===== src/rtl/sandbox_verdict_if.sv =====
`default_nettype none
// ============================================================================
// Module      : sandbox_verdict_if
// Description : Status bundle between the two-copy ridecore sandbox and its
//               verdict stage. The sandbox side (master) drives the per-cycle
//               status; the verdict side (slave) returns the FSM state, the
//               sticky verdict flags and the per-copy commit counts.
//               CNT_W must match the CNT_W of the attached sandbox_verdict.
// Ports       : deviation_i, invalid_program_i, finish_{1,2}_i,
//               stall_{1,2}_i, prmiss_{1,2}_i, comnum_{1,2}_i  (to verdict)
//               state_o, leak_o, filtered_o, timeout_o, deadlock_o,
//               protocol_err_o, done_o, commits_{1,2}_o       (from verdict)
// Revision    : 1.0 - initial release
// ============================================================================
interface sandbox_verdict_if #(
  parameter int CNT_W = 16
);
  logic             deviation_i;
  logic             invalid_program_i;
  logic             finish_1_i;
  logic             finish_2_i;
  logic             stall_1_i;
  logic             stall_2_i;
  logic             prmiss_1_i;
  logic             prmiss_2_i;
  logic [1:0]       comnum_1_i;
  logic [1:0]       comnum_2_i;

  logic [1:0]       state_o;
  logic             leak_o;
  logic             filtered_o;
  logic             timeout_o;
  logic             deadlock_o;
  logic             protocol_err_o;
  logic             done_o;
  logic [CNT_W-1:0] commits_1_o;
  logic [CNT_W-1:0] commits_2_o;

  // Sandbox side: produces status, observes the verdict.
  modport master (
    output deviation_i, invalid_program_i, finish_1_i, finish_2_i,
           stall_1_i, stall_2_i, prmiss_1_i, prmiss_2_i,
           comnum_1_i, comnum_2_i,
    input  state_o, leak_o, filtered_o, timeout_o, deadlock_o,
           protocol_err_o, done_o, commits_1_o, commits_2_o
  );

  // Verdict side: consumes status, produces the verdict.
  modport slave (
    input  deviation_i, invalid_program_i, finish_1_i, finish_2_i,
           stall_1_i, stall_2_i, prmiss_1_i, prmiss_2_i,
           comnum_1_i, comnum_2_i,
    output state_o, leak_o, filtered_o, timeout_o, deadlock_o,
           protocol_err_o, done_o, commits_1_o, commits_2_o
  );
endinterface
`default_nettype wire


===== src/rtl/sandbox_verdict.sv =====
`default_nettype none
// ============================================================================
// Module      : sandbox_verdict
// Description : Verdict stage for the two-copy ridecore sandbox. A
//               RUN -> DRAIN -> DONE state machine folds the sandbox status
//               into one sticky verdict (leak / filtered / timeout /
//               deadlock), keeps saturating per-copy commit counters and
//               flags illegal status-stream behaviour.
// Ports       : clk  - single clock
//               rst  - synchronous, active-high reset
//               bus  - sandbox_verdict_if.slave (status in, verdict out)
// Parameters  : CNT_W     - commit counter width (>= 2)
//               DRAIN_MAX - DRAIN cycles allowed before timeout
//               HANG_MAX  - consecutive commit-free RUN cycles allowed
// Revision    : 1.0 - initial release
// ============================================================================
module sandbox_verdict #(
  parameter int CNT_W     = 16,
  parameter int DRAIN_MAX = 64,
  parameter int HANG_MAX  = 256
) (
  input  logic             clk,
  input  logic             rst,
  sandbox_verdict_if.slave bus
);

  // Internal cycle counters only ever reach MAX-1 before leaving the state,
  // so they are sized to hold exactly that range.
  localparam int DRAIN_W = (DRAIN_MAX > 1) ? $clog2(DRAIN_MAX) : 1;
  localparam int HANG_W  = (HANG_MAX > 1) ? $clog2(HANG_MAX) : 1;
  localparam logic [DRAIN_W-1:0] DRAIN_LAST = DRAIN_W'(DRAIN_MAX - 1);
  localparam logic [HANG_W-1:0]  HANG_LAST  = HANG_W'(HANG_MAX - 1);

  typedef enum logic [1:0] {
    ST_RUN   = 2'b00,
    ST_DRAIN = 2'b01,
    ST_DONE  = 2'b10
  } state_t;

  state_t             state;
  logic               leak;
  logic               filtered;
  logic               timeout;
  logic               deadlock;
  logic               protocol_err;
  logic               done;
  logic [CNT_W-1:0]   commits_1;
  logic [CNT_W-1:0]   commits_2;
  logic [HANG_W-1:0]  hang_cnt;
  logic [DRAIN_W-1:0] drain_cnt;
  logic               fin_1;
  logic               fin_2;

  // Commits that actually count this cycle: a stalled copy contributes
  // nothing and the illegal encoding 3 is treated as zero.
  logic       illegal_1;
  logic       illegal_2;
  logic [1:0] count_1;
  logic [1:0] count_2;
  logic       any_commit;
  logic       both_stall;
  logic       any_prmiss;
  logic       drained;

  assign illegal_1  = (bus.comnum_1_i == 2'd3);
  assign illegal_2  = (bus.comnum_2_i == 2'd3);
  assign count_1    = (!bus.stall_1_i && !illegal_1) ? bus.comnum_1_i : 2'd0;
  assign count_2    = (!bus.stall_2_i && !illegal_2) ? bus.comnum_2_i : 2'd0;
  assign any_commit = (count_1 != 2'd0) || (count_2 != 2'd0);
  assign both_stall = bus.stall_1_i && bus.stall_2_i;
  assign any_prmiss = bus.prmiss_1_i || bus.prmiss_2_i;
  // A finish pulse counts in the cycle it arrives, not only once latched.
  assign drained    = (fin_1 || bus.finish_1_i) && (fin_2 || bus.finish_2_i);

  function automatic logic [CNT_W-1:0] sat_add(input logic [CNT_W-1:0] a,
                                               input logic [1:0]       b);
    logic [CNT_W:0] sum;
    sum = {1'b0, a} + {{(CNT_W-1){1'b0}}, b};
    return sum[CNT_W] ? {CNT_W{1'b1}} : sum[CNT_W-1:0];
  endfunction

  always_ff @(posedge clk) begin
    if (rst) begin
      state        <= ST_RUN;
      leak         <= 1'b0;
      filtered     <= 1'b0;
      timeout      <= 1'b0;
      deadlock     <= 1'b0;
      protocol_err <= 1'b0;
      done         <= 1'b0;
      commits_1    <= '0;
      commits_2    <= '0;
      hang_cnt     <= '0;
      drain_cnt    <= '0;
      fin_1        <= 1'b0;
      fin_2        <= 1'b0;
    end else begin
      case (state)
        ST_RUN: begin
          commits_1 <= sat_add(commits_1, count_1);
          commits_2 <= sat_add(commits_2, count_2);
          // Drain completion is meaningless before a deviation was seen.
          if (illegal_1 || illegal_2 || bus.finish_1_i || bus.finish_2_i)
            protocol_err <= 1'b1;

          if (bus.invalid_program_i) begin
            filtered <= 1'b1;
            done     <= 1'b1;
            state    <= ST_DONE;
          end else if (both_stall) begin
            deadlock <= 1'b1;
            done     <= 1'b1;
            state    <= ST_DONE;
          end else if (!any_commit && (hang_cnt == HANG_LAST)) begin
            deadlock <= 1'b1;
            done     <= 1'b1;
            state    <= ST_DONE;
          end else begin
            hang_cnt <= any_commit ? '0 : hang_cnt + HANG_W'(1);
            if (bus.deviation_i) begin
              drain_cnt <= '0;
              fin_1     <= 1'b0;
              fin_2     <= 1'b0;
              state     <= ST_DRAIN;
            end
          end
        end

        ST_DRAIN: begin
          commits_1 <= sat_add(commits_1, count_1);
          commits_2 <= sat_add(commits_2, count_2);
          // deviation_i is sticky upstream; seeing it low here is a fault.
          if (illegal_1 || illegal_2 || !bus.deviation_i)
            protocol_err <= 1'b1;
          fin_1 <= fin_1 | bus.finish_1_i;
          fin_2 <= fin_2 | bus.finish_2_i;
          // A mispredict rewinds the ROB tail, so the drain budget restarts.
          drain_cnt <= any_prmiss ? '0 : drain_cnt + DRAIN_W'(1);

          if (bus.invalid_program_i) begin
            filtered <= 1'b1;
            done     <= 1'b1;
            state    <= ST_DONE;
          end else if (drained) begin
            leak  <= 1'b1;
            done  <= 1'b1;
            state <= ST_DONE;
          end else if (both_stall) begin
            deadlock <= 1'b1;
            done     <= 1'b1;
            state    <= ST_DONE;
          end else if (!any_prmiss && (drain_cnt == DRAIN_LAST)) begin
            timeout <= 1'b1;
            done    <= 1'b1;
            state   <= ST_DONE;
          end
        end

        ST_DONE: begin
          // Absorbing: everything holds until reset.
        end

        default: state <= ST_RUN;
      endcase
    end
  end

  assign bus.state_o        = state;
  assign bus.leak_o         = leak;
  assign bus.filtered_o     = filtered;
  assign bus.timeout_o      = timeout;
  assign bus.deadlock_o     = deadlock;
  assign bus.protocol_err_o = protocol_err;
  assign bus.done_o         = done;
  assign bus.commits_1_o    = commits_1;
  assign bus.commits_2_o    = commits_2;

endmodule
`default_nettype wire


===== src/flat_wrapper.sv =====
// flat-port wrapper written by rule: the top's interface ports become plain ports
module sandbox_verdict_flat 
#(
  parameter int CNT_W     = 16,
  parameter int DRAIN_MAX = 64,
  parameter int HANG_MAX  = 256
)
  (clk, rst, bus_deviation_i, bus_invalid_program_i, bus_finish_1_i, bus_finish_2_i, bus_stall_1_i, bus_stall_2_i, bus_prmiss_1_i, bus_prmiss_2_i, bus_comnum_1_i, bus_comnum_2_i, bus_state_o, bus_leak_o, bus_filtered_o, bus_timeout_o, bus_deadlock_o, bus_protocol_err_o, bus_done_o, bus_commits_1_o, bus_commits_2_o);
  sandbox_verdict_if #(.CNT_W(CNT_W)) bus_i ();
  input  logic clk;
  input  logic rst;
  input wire logic [$bits(bus_i.deviation_i)-1:0] bus_deviation_i;
  input wire logic [$bits(bus_i.invalid_program_i)-1:0] bus_invalid_program_i;
  input wire logic [$bits(bus_i.finish_1_i)-1:0] bus_finish_1_i;
  input wire logic [$bits(bus_i.finish_2_i)-1:0] bus_finish_2_i;
  input wire logic [$bits(bus_i.stall_1_i)-1:0] bus_stall_1_i;
  input wire logic [$bits(bus_i.stall_2_i)-1:0] bus_stall_2_i;
  input wire logic [$bits(bus_i.prmiss_1_i)-1:0] bus_prmiss_1_i;
  input wire logic [$bits(bus_i.prmiss_2_i)-1:0] bus_prmiss_2_i;
  input wire logic [$bits(bus_i.comnum_1_i)-1:0] bus_comnum_1_i;
  input wire logic [$bits(bus_i.comnum_2_i)-1:0] bus_comnum_2_i;
  output wire logic [$bits(bus_i.state_o)-1:0] bus_state_o;
  output wire logic [$bits(bus_i.leak_o)-1:0] bus_leak_o;
  output wire logic [$bits(bus_i.filtered_o)-1:0] bus_filtered_o;
  output wire logic [$bits(bus_i.timeout_o)-1:0] bus_timeout_o;
  output wire logic [$bits(bus_i.deadlock_o)-1:0] bus_deadlock_o;
  output wire logic [$bits(bus_i.protocol_err_o)-1:0] bus_protocol_err_o;
  output wire logic [$bits(bus_i.done_o)-1:0] bus_done_o;
  output wire logic [$bits(bus_i.commits_1_o)-1:0] bus_commits_1_o;
  output wire logic [$bits(bus_i.commits_2_o)-1:0] bus_commits_2_o;
  assign bus_i.deviation_i = bus_deviation_i;
  assign bus_i.invalid_program_i = bus_invalid_program_i;
  assign bus_i.finish_1_i = bus_finish_1_i;
  assign bus_i.finish_2_i = bus_finish_2_i;
  assign bus_i.stall_1_i = bus_stall_1_i;
  assign bus_i.stall_2_i = bus_stall_2_i;
  assign bus_i.prmiss_1_i = bus_prmiss_1_i;
  assign bus_i.prmiss_2_i = bus_prmiss_2_i;
  assign bus_i.comnum_1_i = bus_comnum_1_i;
  assign bus_i.comnum_2_i = bus_comnum_2_i;
  assign bus_state_o = bus_i.state_o;
  assign bus_leak_o = bus_i.leak_o;
  assign bus_filtered_o = bus_i.filtered_o;
  assign bus_timeout_o = bus_i.timeout_o;
  assign bus_deadlock_o = bus_i.deadlock_o;
  assign bus_protocol_err_o = bus_i.protocol_err_o;
  assign bus_done_o = bus_i.done_o;
  assign bus_commits_1_o = bus_i.commits_1_o;
  assign bus_commits_2_o = bus_i.commits_2_o;
  sandbox_verdict #(.CNT_W(CNT_W), .DRAIN_MAX(DRAIN_MAX), .HANG_MAX(HANG_MAX)) u_core (.clk(clk), .rst(rst), .bus(bus_i));
endmodule

===== config.mk =====
export PLATFORM = sky130hd
export DESIGN_NAME = sandbox_verdict_flat
export DESIGN_NICKNAME = d
export VERILOG_FILES = /design/src/rtl/sandbox_verdict_if.sv /design/src/rtl/sandbox_verdict.sv /design/src/flat_wrapper.sv
export SDC_FILE = /design/constraint.sdc
export NUM_CORES = 1
export LEC_CHECK = 0
export ABC_AREA = 1
export CAP_MARGIN = 20
export CORE_UTILIZATION = 53
export CTS_CLUSTER_DIAMETER = 80
export DETAILED_ROUTE_END_ITERATION = 8
export PLACE_DENSITY = 0.79
export SYNTH_ARGS = -nofsm -noshare
export SYNTH_HDL_FRONTEND = slang
export SYNTH_SLANG_ARGS = --single-unit

===== constraint.sdc =====
create_clock -name clk -period 2.76 [get_ports clk]
set_clock_uncertainty 0.2 [all_clocks]
set_input_delay 0.552 -clock clk [delete_from_list [all_inputs] [get_ports clk]]
set_output_delay 0.552 -clock clk [all_outputs]
set_load 0.02 [all_outputs]

Yosys cells after proc, flatten, opt, wreduce, memory -nomap -nowiden. Cells that the tools add are included.

Multiplexer cells: 42. Bitwise gates (word level): 7. Add/subtract/negate cells: 4. Reduce and logical (&&, ||, !) cells: 35. Equal/unequal tests: 19.

Operators by type and width (number): adder 16 x 2 -> 17 bit (2); two-way mux 16 bit (2); two-way mux 6 bit (5); two-way mux 2 bit (10); two-way mux 1 bit (17); != test 2 bit, second input constant (6); one-hot mux 6 bit (2 select lines) (1); AND reduction 3 bit (4); one-hot mux 1 bit (2 select lines) (5); AND reduction 5 bit (2); adder 8 x 1 -> 8 bit, second input constant (1); == test 8 bit, second input constant (1); logical OR 1 bit (8); two-way mux 8 bit (1); logical NOT 1 bit (7); adder 6 x 1 -> 6 bit, second input constant (1); == test 2 bit, second input constant (3); == test 6 bit, second input constant (1); logical AND 1 bit (6); != test 2 x 1 -> 1 bit, second input constant (3); one-hot mux 2 bit (3 select lines) (1); AND reduction 6 bit (1); nonzero test 2 bit (3); != test 5 x 2 -> 1 bit, second input constant (1); 10 further kinds (15).

Logic and storage cells: 120. Flip-flop bits (word level): 56. Input port bits: 14.

Depth between registers and ports, before layout.
Depth after elaboration: 12. Depth in mapped cells: 16. Mapped depth without buffers: 16.

Worst setup path before layout. OpenSTA, ideal clock, no wires.

Path kind: input to register. Start point: in bus_stall_2_i. End point: reg u_core.commits_2[14] (netlist: u_core.bus.commits_2_o[14]). Arrival time: 2.181 ns. Cell stages on the path: 16. Library setup time: 0.056 ns. Data required time: 2.504 ns. Path buffers: 1. Slack: 0.323 ns. Cells stage by stage: inv_1 > nand3_1 > inv_1 > ha_1 > inv_1 > fa_1 > inv_1 > nand4_4 > nor2_4 > nand2_4 > nor2_4 > nand2_2 > buf_6 > nand3_2 > nand2_1 > inv_1.

Cells in the longest elaborated chain, start to end: 5.

Ends and longest elaborated chain: from (decl) (line flat_wrapper.sv:17) `input wire logic [$bits(bus_i.stall_2_i)-1:0] bus_stall_2_i;`; logical NOT 1 bit (line sandbox_verdict.sv:68) `assign count_2 = (!bus.stall_2_i && !illegal_2) ? bus.comnum_2_i : 2'd0;`; logical AND 1 bit (line sandbox_verdict.sv:68); two-way mux 2 bit (line sandbox_verdict.sv:68); adder 16 x 2 -> 17 bit (line sandbox_verdict.sv:78) `sum = {1'b0, a} + {{(CNT_W-1){1'b0}}, b};`; two-way mux 16 bit (line sandbox_verdict.sv:79) `return sum[CNT_W] ? {CNT_W{1'b1}} : sum[CNT_W-1:0];`; to (signal assigned) (line sandbox_verdict.sv:101) `commits_2 <= sat_add(commits_2, count_2);`; to (signal assigned) (line sandbox_verdict.sv:131) `commits_2 <= sat_add(commits_2, count_2);`; to (decl) (line sandbox_verdict.sv:48) `logic [CNT_W-1:0] commits_2;`.

Every way passes these cells. A chain may end at the register's enable or synchronous reset.

Worst setup path in the final report.
Start point: in bus_stall_1_i. End point: reg u_core.commits_1[14] (netlist: u_core.bus.commits_1_o[14]).

Cells in the longest elaborated chain, start to end: 5.

Ends and longest elaborated chain: from (decl) (line flat_wrapper.sv:16) `input wire logic [$bits(bus_i.stall_1_i)-1:0] bus_stall_1_i;`; logical NOT 1 bit (line sandbox_verdict.sv:67) `assign count_1 = (!bus.stall_1_i && !illegal_1) ? bus.comnum_1_i : 2'd0;`; logical AND 1 bit (line sandbox_verdict.sv:67); two-way mux 2 bit (line sandbox_verdict.sv:67); adder 16 x 2 -> 17 bit (line sandbox_verdict.sv:78); two-way mux 16 bit (line sandbox_verdict.sv:79); to (signal assigned) (line sandbox_verdict.sv:100) `commits_1 <= sat_add(commits_1, count_1);`; to (signal assigned) (line sandbox_verdict.sv:130) `commits_1 <= sat_add(commits_1, count_1);`; to (decl) (line sandbox_verdict.sv:47) `logic [CNT_W-1:0] commits_1;`.

Every way passes these cells.

==> results.json <==
{
  "finalCritPeriodShare_pct": 94.2,
  "final_util_pct": 73.2,
  "slowest_delay_ps": 430,
  "synth-seq-cells": 56,
  "dpl.hpwl_mm": 5.64,
  "p_int_mw": 1.27,
  "clock_sinks": 56,
  "min-delay-start": "u_core.bus.done_o",
  "grt.overflow.total": 0,
  "r2r_cells": 11,
  "port_buffers": 53,
  "switching_share_pct": 27.7,
  "grt_pass1_vias": 2694,
  "leakage_nw": 1.82,
  "peakVddDrop_mv": 0.458,
  "worstPathMaxFanout": 4,
  "critPathKind": "primary input to flop",
  "layout_commonest_cell": "nand2_1",
  "start_util_pct": 56.5,
  "power_frac_clock_pct": 34.1,
  "powerDensity_nw_per_um2": 422,
  "cap_violations": 0,
  "whs_ps": 257,
  "power_frac_seq_pct": 49.2,
  "antenna_found_initial": 0,
  "avgSynthCellArea_um2": 7.01,
  "wl_per_cell_um": 12.6,
  "critPathLaunch": "bus_stall_1_i",
  "die-area_um2": 6370,
  "multi_input_area_um2": 1840,
  "ys_seq_area_share_pct": 34.9,
  "area_growth_pct": 29.5,
  "ys.warnings.count": 0,
  "syn_inst": 458,
  "worstPathArrival_ps": 2630,
  "dr.pass1.iters": 4,
  "critPathRequiredTime_ps": 2790,
  "rrSetupSlack_ps": 570,
  "clkTransAtPathRegs_ps": 100,
  "drt_wl_total_mm": 7.59,
  "drc": 0,
  "hold-path-endpoint": "u_core.bus.done_o",
  "die_x_um": 79.8,
  "fin_setup_tns_ps": 0,
  "synthDistinctLibCells": 42,
  "seqCellArea_um2": 1120,
  "fin_nets": 552,
  "timing.fmax_mhz": 384,
  "grt_pass1_wl_mm": 12.2,
  "fillers": 442,
  "slew_headroom_pct": 70.6,
  "end_kind": "flop",
  "worst_path_most_repeated_cell": "inv_1",
  "rsz0062_at_grt": "true",
  "regToRegEndpoint": "u_core.bus.commits_2_o[11]",
  "netlist_area_um2": 3210,
  "slew_violations": 0,
  "diodes": 0,
  "power_switching_mw": 0.486,
  "reg2reg_from": "u_core.bus.commits_2_o[0]",
  "hold_violations": 0,
  "dr_total_vias": 3146,
  "clock_latency_ps": 320,
  "status": "finished clean",
  "hp-class": "flop to flop",
  "crit_slowest_cell": "clkdlybuf4s50_1",
  "grtUsageTotal_pct": 24.1,
  "htree_num_levels": 2,
  "via_per_inst": 5.22,
  "fp-row-count": 27,
  "path_cells": "clkdlybuf4s50_1 > inv_2 > nand3_2 > inv_1 > ha_2 > inv_1 > fa_2 > inv_1 > nand2_2 > nor2_4 > nand3_2 > nor2_4 > nand2_1 > nand2_1 > nand3_1 > nand2_1 > inv_1",
  "fp.coreArea_um2": 5680,
  "worst_pin_slew_ps": 440,
  "setup_viol": 0,
  "postCtsSetupBuffers": 0,
  "gp_congestion": 0.917,
  "grt_max_degree": 23,
  "startpoint_type": "primary input",
  "initialDrtViolationCount": 153,
  "cts_buffer_depth": 2,
  "cts_root_buf": "clkbuf_8",
  "mostFrequentLayoutCells": "nand2_1 (99), inv_1 (56), dfxtp_1 (56), clkdlybuf4s50_1 (48), nor2_1 (42)",
  "cts_tree": "built",
  "pin_count": 54,
  "drive_gt1_share_pct": 17.3,
  "combPwrFrac_pct": 16.8,
  "fin_crit_ps": 2600,
  "synth_nets": 480,
  "die_h_um": 79.8,
  "cts_buffers": 5,
  "ant_nets": 0,
  "whs_path_depth": 2
}
-- worst max path at each step --
stage / to / cells after the start
finish: u_core.bus.commits_1_o[14] / 17
global route: u_core.bus.commits_1_o[14] / 17
CTS: u_core.bus.commits_1_o[14] / 15
detailed placement: u_core.bus.commits_2_o[13] / 16
global placement: u_core.bus.commits_2_o[13] / 16
floorplan: u_core.bus.commits_2_o[14] / 16
-- state kept, by name, summed over array words and instances (netlist names) --
register / flops
u_core.bus.state_o: 2
u_core.bus.leak_o: 1
u_core.fin_2: 1
u_core.bus.timeout_o: 1
u_core.fin_1: 1
u_core.bus.filtered_o: 1
u_core.drain_cnt: 6
u_core.bus.deadlock_o: 1
u_core.hang_cnt: 8
u_core.bus.done_o: 1
u_core.bus.commits_2_o: 16
u_core.bus.protocol_err_o: 1
u_core.bus.commits_1_o: 16
-- metrics by stage --
| stage | std cells | setup slack (ps) | total power, mW | area [µm²] |
|---|---|---|---|---|
| floorplan | 458 | 323 | 1.05 | 3210 |
| global placement | 595 | -263 | 1.16 | 3950 |
| detailed placement | 595 | -355 | 1.17 | 3950 |
| CTS | 603 | 27.8 | 1.76 | 4080 |
| global route | 603 | -26.3 | 1.83 | 4160 |
| finish | 603 | 159 | 1.75 | 4160 |
-- synth_stat cells (all sizes together) --
| library cell | number | share of area, % |
|---|---|---|
| nand2 | 104 | 13 |
| inv | 69 | 8.1 |
| dfxtp | 56 | 35 |
| nor2 | 55 | 8.0 |
| a21oi | 46 | 8.0 |
| nand3 | 36 | 6.1 |
| o21ai | 14 | 2.2 |
| nand4 | 13 | 3.2 |
| xor2 | 10 | 2.7 |
| nor3 | 9 | 2.1 |
| xnor2 | 7 | 1.9 |
| a31oi | 6 | 1.6 |
| clkbuf | 6 | 0.70 |
| ha | 6 | 2.3 |
| buf | 5 | 1.1 |
| nand3b | 4 | 1.1 |
| and3 | 2 | 0.39 |
| fa | 2 | 1.2 |
| o21bai | 2 | 0.47 |
| or2 | 2 | 0.39 |
| a211oi | 1 | 0.23 |
| a31o | 1 | 0.27 |
| o2111ai | 1 | 0.27 |
| o22ai | 1 | 0.20 |
-- power by group through the flow --
| stage | sequential [mW] | clock (mW) | combinational, mW |
|---|---|---|---|
| after CTS | 0.863 | 0.607 | 0.291 |
| after global placement | 0.881 | 0 | 0.281 |
| after floorplan | 0.896 | 0 | 0.155 |
| after global routing | 0.867 | 0.641 | 0.324 |
| final | 0.863 | 0.598 | 0.294 |
| after detailed placement | 0.881 | 0 | 0.289 |
-- area by class of cell --
cell class,instances,area share (%)
Clock buffer,7,2.32
Clock inverter,1,0.722
Inverter,69,6.23
Multi-Input combinational cell,322,44.4
Sequential cell,56,27.0
Tap cell,72,2.17
Timing Repair Buffer,76,17.2
-- layer usage --
layer / routed length, µm / track usage, %
met3: 361 / 4.91
met1: 3590 / 32.2
met2: 3600 / 39.9
met5: 0 / 0
met4: 46 / 5.54
-- worst max-delay path, delay by kind of cell --
| kind | cells | cell delay, ps |
|---|---|---|
| simple gates | 9 | 830 |
| fa+ha+maj | 2 | 500 |
| buf+inv | 6 | 740 |
-- logic make-up after synthesis --
group           Yosys count  synth area share, %
fa+ha+maj                 8                 3.59
buf+inv                  80                 9.86
simple gates            225                 33.8
compound gates           72                 13.2
flops                    56                 34.9
xor+xnor                 17                 4.64
-- timing repair --
item                       in CTS  in global routing
setup endpoints to repair       7                 31
gates resized for setup         1                 27
pin swaps                       0                  8
hold buffers                    0                  0
(Power assumes the default switching activity.)
==> edit 1: new RTL, same settings <==
Make the reset (`rst`) asynchronous in one clocked block. Comments in the files are not updated.
--- a/src/rtl/sandbox_verdict.sv
+++ b/src/rtl/sandbox_verdict.sv
@@ -79,7 +79,7 @@
     return sum[CNT_W] ? {CNT_W{1'b1}} : sum[CNT_W-1:0];
   endfunction
 
-  always_ff @(posedge clk) begin
+  always_ff @(posedge clk or posedge rst) begin
     if (rst) begin
       state        <= ST_RUN;
       leak         <= 1'b0;
Behaviour: differs if rst is asserted again (counterexample within 4 cycles, from zero or initial values and one cycle with rst high); with rst held inactive, the same outputs for 10 cycles.
==> edit 1 against the original RTL <==
Synthesized cell count decreased by 11%. Sequential cell count is the same. Routed wire length is 3.9% lower. Worst setup slack got worse by 35 ps. Final area barely moved. Synthesized area up 1.8%. Largest cell class unchanged.
Power is not compared: it rests on default switching activity, and its combinational part moved more than twofold at a synthesized area within 25%.
==> edit 1: results (changes against the original RTL) <==
- The flow ran to the end, and the final reports show no timing, DRC or antenna violations.
- The reg-to-reg setup timing slack is 550 ps (-20 ps).
- The total number of vias is 2921 (-7.2%).
- The global routing usage on met1 was 0.290 (-0.0320).
- The delay of the slowest cell on the worst path is 500 ps (+70 ps).
- The half-perimeter wire length of the detailed placement result was 5340 um (-5.3%).
- The met1 wire length came to 3340 um (-6.9%).
- The met3 global-route usage was 0.0420 (-0.00710).
- The number of vias per cell after detailed routing is 5.21 (-0.20%).
- The total nets after synthesis is 429 (-11%).
- The met3 layer wire length in the routed design is 286 um (-21%).
- The number of global-route vias before repair is 2671 (-0.85%).
- After synthesis, the cell types taking the most area are sky130_fd_sc_hd__dfrtp_1, sky130_fd_sc_hd__nand2_1, sky130_fd_sc_hd__inv_1, sky130_fd_sc_hd__nand3_1, sky130_fd_sc_hd__nor2_1.
- The fraction of final layout cells sized beyond drive strength 1 is 0.150 (-0.0231).
- The number of design-rule violations left by the first detailed-router iteration is 99 (-35%).
- The hold slack is 269 ps (+12.5 ps).
- The timing startpoint of the critical path is bus_comnum_2_i[0].
- The total length of routed met2 wires was 3590 um (about the same).
- The transition time of the tightest slew-check pin came to 510 ps (+69.7 ps).
- The arithmetic-cell share of the synthesized area counting full adders, half adders and majority gates is 0.0352 (-0.000618).
- In the synthesized netlist the dominant register cell turns out to be sky130_fd_sc_hd__dfrtp_1.
- The commonest cells after synthesis are sky130_fd_sc_hd__nand2_1, sky130_fd_sc_hd__dfrtp_1, sky130_fd_sc_hd__inv_1.
- The wire length of the first global-routing pass was 11700 um (-4.4%).
- The fill cell instance count of the final layout is 488 (+10%).
- The gate family responsible for the most delay along the worst path is buffers and inverters.
- The distinct cell type count of the synthesized netlist is 41 (-2.4%).
- The maximum number of pins on one net before global-route repair is 57 (+150%).
- The post-cts sizing count is 0 (-1).
- The cell count after synthesis was 407 (-11%).
- The worst-case hold path end point is u_core.bus.deadlock_o.
- The area after detailed placement was 4000 um2 (+1.4%).
- The sequential-to-total area share from yosys stat is 0.429 (+0.0798).
- The startpoint identified for the worst hold timing path is u_core.bus.deadlock_o.
- The met2 usage in global routing is 0.403 (+0.00424).
- The post-placement worst setup slack is -292 ps (+63.1 ps).
## edit 1: cell types whose count changed after synthesis, moves of 7 or more
| cell | change |
|---|---|
| sky130_fd_sc_hd__nor2_1 | -12 |
| sky130_fd_sc_hd__a21oi_2 | -7 |
| sky130_fd_sc_hd__dfrtp_1 | +56 |
| sky130_fd_sc_hd__inv_1 | -8 |
| sky130_fd_sc_hd__o21ai_0 | +10 |
| sky130_fd_sc_hd__a21oi_1 | -37 |
| sky130_fd_sc_hd__dfxtp_1 | -56 |
## edit 1: power by group
group | total [mW] | internal [mW] | switching (mW)
sequential | 0.827 | 0.824 | 0.00314
clock | 0.474 | 0.205 | 0.270
combinational | 0.0929 | 0.0400 | 0.0530
total | 1.39 | 1.07 | 0.326
## edit 1: final cells by class
type | instances | share of cell area
Multi-Input combinational cell | 287 | 0.389
Clock buffer | 7 | 0.0208
Timing Repair Buffer | 76 | 0.176
Inverter | 59 | 0.0532
Tap cell | 75 | 0.0226
Clock inverter | 1 | 0.00180
Sequential cell | 56 | 0.337
==> edit 2: new RTL, same settings <==
Without the edit above. `DRAIN_MAX` is set to 64 in 2 places; all go to 128.
--- a/src/rtl/sandbox_verdict.sv
+++ b/src/rtl/sandbox_verdict.sv
@@ -16,7 +16,7 @@
 // ============================================================================
 module sandbox_verdict #(
   parameter int CNT_W     = 16,
-  parameter int DRAIN_MAX = 64,
+  parameter int DRAIN_MAX = 128,
   parameter int HANG_MAX  = 256
 ) (
   input  logic             clk,
--- a/src/flat_wrapper.sv
+++ b/src/flat_wrapper.sv
@@ -2,7 +2,7 @@
 module sandbox_verdict_flat 
 #(
   parameter int CNT_W     = 16,
-  parameter int DRAIN_MAX = 64,
+  parameter int DRAIN_MAX = 128,
   parameter int HANG_MAX  = 256
 )
   (clk, rst, bus_deviation_i, bus_invalid_program_i, bus_finish_1_i, bus_finish_2_i, bus_stall_1_i, bus_stall_2_i, bus_prmiss_1_i, bus_prmiss_2_i, bus_comnum_1_i, bus_comnum_2_i, bus_state_o, bus_leak_o, bus_filtered_o, bus_timeout_o, bus_deadlock_o, bus_protocol_err_o, bus_done_o, bus_commits_1_o, bus_commits_2_o);
Check against the original RTL: no difference found for any inputs over 10 cycles, from zero or initial values and one cycle with rst high; that may be too few to reach the edited logic, so the function may still have changed.
==> edit 2 against the original RTL <==
Sequential cell count grew 1. Non-clock buffer count unchanged. Routed wire length grew 6.7%. Final cell count increased by 3.6%. Worst setup slack better by 3.8 ps. Maximum frequency increased by 0.15%. Synthesized area up 2.5%. Die area is 2.5% higher. Utilization decreased by 1.7 points. Sequential power increased by 0.9%. Final area rose by 2.6%. First-iteration DRC count up 24%. Total power rose by 12%. Critical path type unchanged. Largest power group unchanged.
==> edit 2: results (changes against the original RTL) <==
- The area fraction in compound gates after synthesis is 0.119 (-0.0124).
- The clock-pin slew on the worst setup and hold paths is 60 ps (-40 ps).
- The distinct cell type count of the synthesized netlist is 43 (+2.4%).
- The worst register-to-register path begins at u_core.bus.commits_1_o[0].
- The fill cell instance count of the final layout was 488 (+10%).
- The hold slack is 248 ps (-8.62 ps).
- The number of placed cells counting well taps was 606 (+1.8%).
- The growth of design area from synthesis to finish is 29.5% (about the same).
- The post-placement worst setup slack was -282 ps (+73.8 ps).
- The total nets after synthesis is 489 (+1.9%).
- The cell count after synthesis is 467 (+2.0%).
- The deepest level of the CTS H-tree came to 3 (+1).
- The largest driver fanout on the critical path was 9 (+5).
- The worst register-to-register path ends at u_core.bus.commits_1_o[9].
- The fraction of final layout cells sized beyond drive strength 1 came to 0.156 (-0.0169).
- The CTS buffer count is 9 (+4).
- The arithmetic-cell share of the synthesized area counting full adders, half adders and majority gates is 0.0350 (-0.000886).
- The maximum number of pins on one net before global-route repair is 41 (+78%).
- The later-pin clock latency in the skew report is 340 ps (+20 ps).
- The transition time of the tightest slew-check pin is 649 ps (+209 ps).
- The sequential-to-total area share from yosys stat came to 0.347 (-0.00255).
- By area the synthesized netlist is led by sky130_fd_sc_hd__dfxtp_1, sky130_fd_sc_hd__nand2_1, sky130_fd_sc_hd__inv_1, sky130_fd_sc_hd__nand3_1, sky130_fd_sc_hd__a21oi_1.
- The overall global routing resource usage is 0.258 (+0.0163).
- The net total in the final layout was 567 (+2.7%).
- The peak supply drop is 0.000330 V (-28%).
- The number of global-route vias before repair came to 2957 (+9.8%).
- The depth of the worst register-to-register path is 10 (-1).
- The reg-to-reg setup timing slack is 660 ps (+90 ps).
- The leakage power is 1.83 nW (+0.46%).
- The flow ran to the end, and the final reports show no timing, DRC or antenna violations.
- The XOR/XNOR share of the synthesized area is 0.0479 (+0.00151).
edit 2: layout make-up:
cell class	count	area share
multi-input combinational	328	0.435
sequential	57	0.268
timing repair buffer	76	0.165
inverter	73	0.0643
clock buffer	10	0.0323
tap	75	0.0220
clock inverter	6	0.0135
edit 2: worst max-delay path by stage:
| stage | from | endpoint | slack, ps | cells after the start |
|---|---|---|---|---|
| global placement | bus_stall_2_i | u_core.bus.commits_2_o[1] | -190 | 14 |
| detailed placement | bus_stall_1_i | u_core.bus.commits_1_o[9] | -280 | 14 |
| global route | bus_stall_2_i | u_core.bus.commits_2_o[7] | -1 | 15 |
| floorplan | bus_stall_2_i | u_core.bus.commits_2_o[15] | 400 | 14 |
| CTS | bus_stall_1_i | u_core.bus.commits_1_o[9] | 60 | 14 |
| finish | bus_stall_1_i | u_core.bus.commits_1_o[9] | 160 | 14 |
edit 2: timing repair:
action,4_1_cts,5_1_grt
setup endpoints to repair,0,20
hold endpoints to repair,0,0
resized for setup,0,6
setup buffers,0,2
edit 2: worst max-delay path: cells and delay by family:
kind / cells / cell delay (ps)
fa+ha+maj: 2 / 530
buf+inv: 5 / 710
simple gates: 7 / 900
edit 2: kinds of logic (layout without fill, tap and decap cells):
logic type / after synthesis / count (layout)
AND/OR/NAND/NOR: 234 / 235
XOR/XNOR: 18 / 18
flip-flops: 57 / 57
buffers and inverters: 83 / 165
adder cells (fa/ha/maj): 8 / 8
AO/OA/AOI/OAI: 67 / 67
edit 2: layer usage:
layer,vias up,wire length (um),share of wire,global-route usage
met1,1469,3660,0.45,0.319
met3,14,400,0.049,0.0506
li1,1665,-,-,-
met4,0,137,0.017,0.107
met2,97,3900,0.48,0.436
met5,-,0,0,0
edit 2: power groups by stage:
stage               Clock [mW]  Sequential, mW  Combinational (mW)
floorplan                    0           0.915               0.162
global placement             0           0.889               0.299
detailed placement           0           0.890               0.304
CTS                      0.792           0.872               0.307
global route             0.828           0.875               0.342
finish                   0.776           0.871               0.311
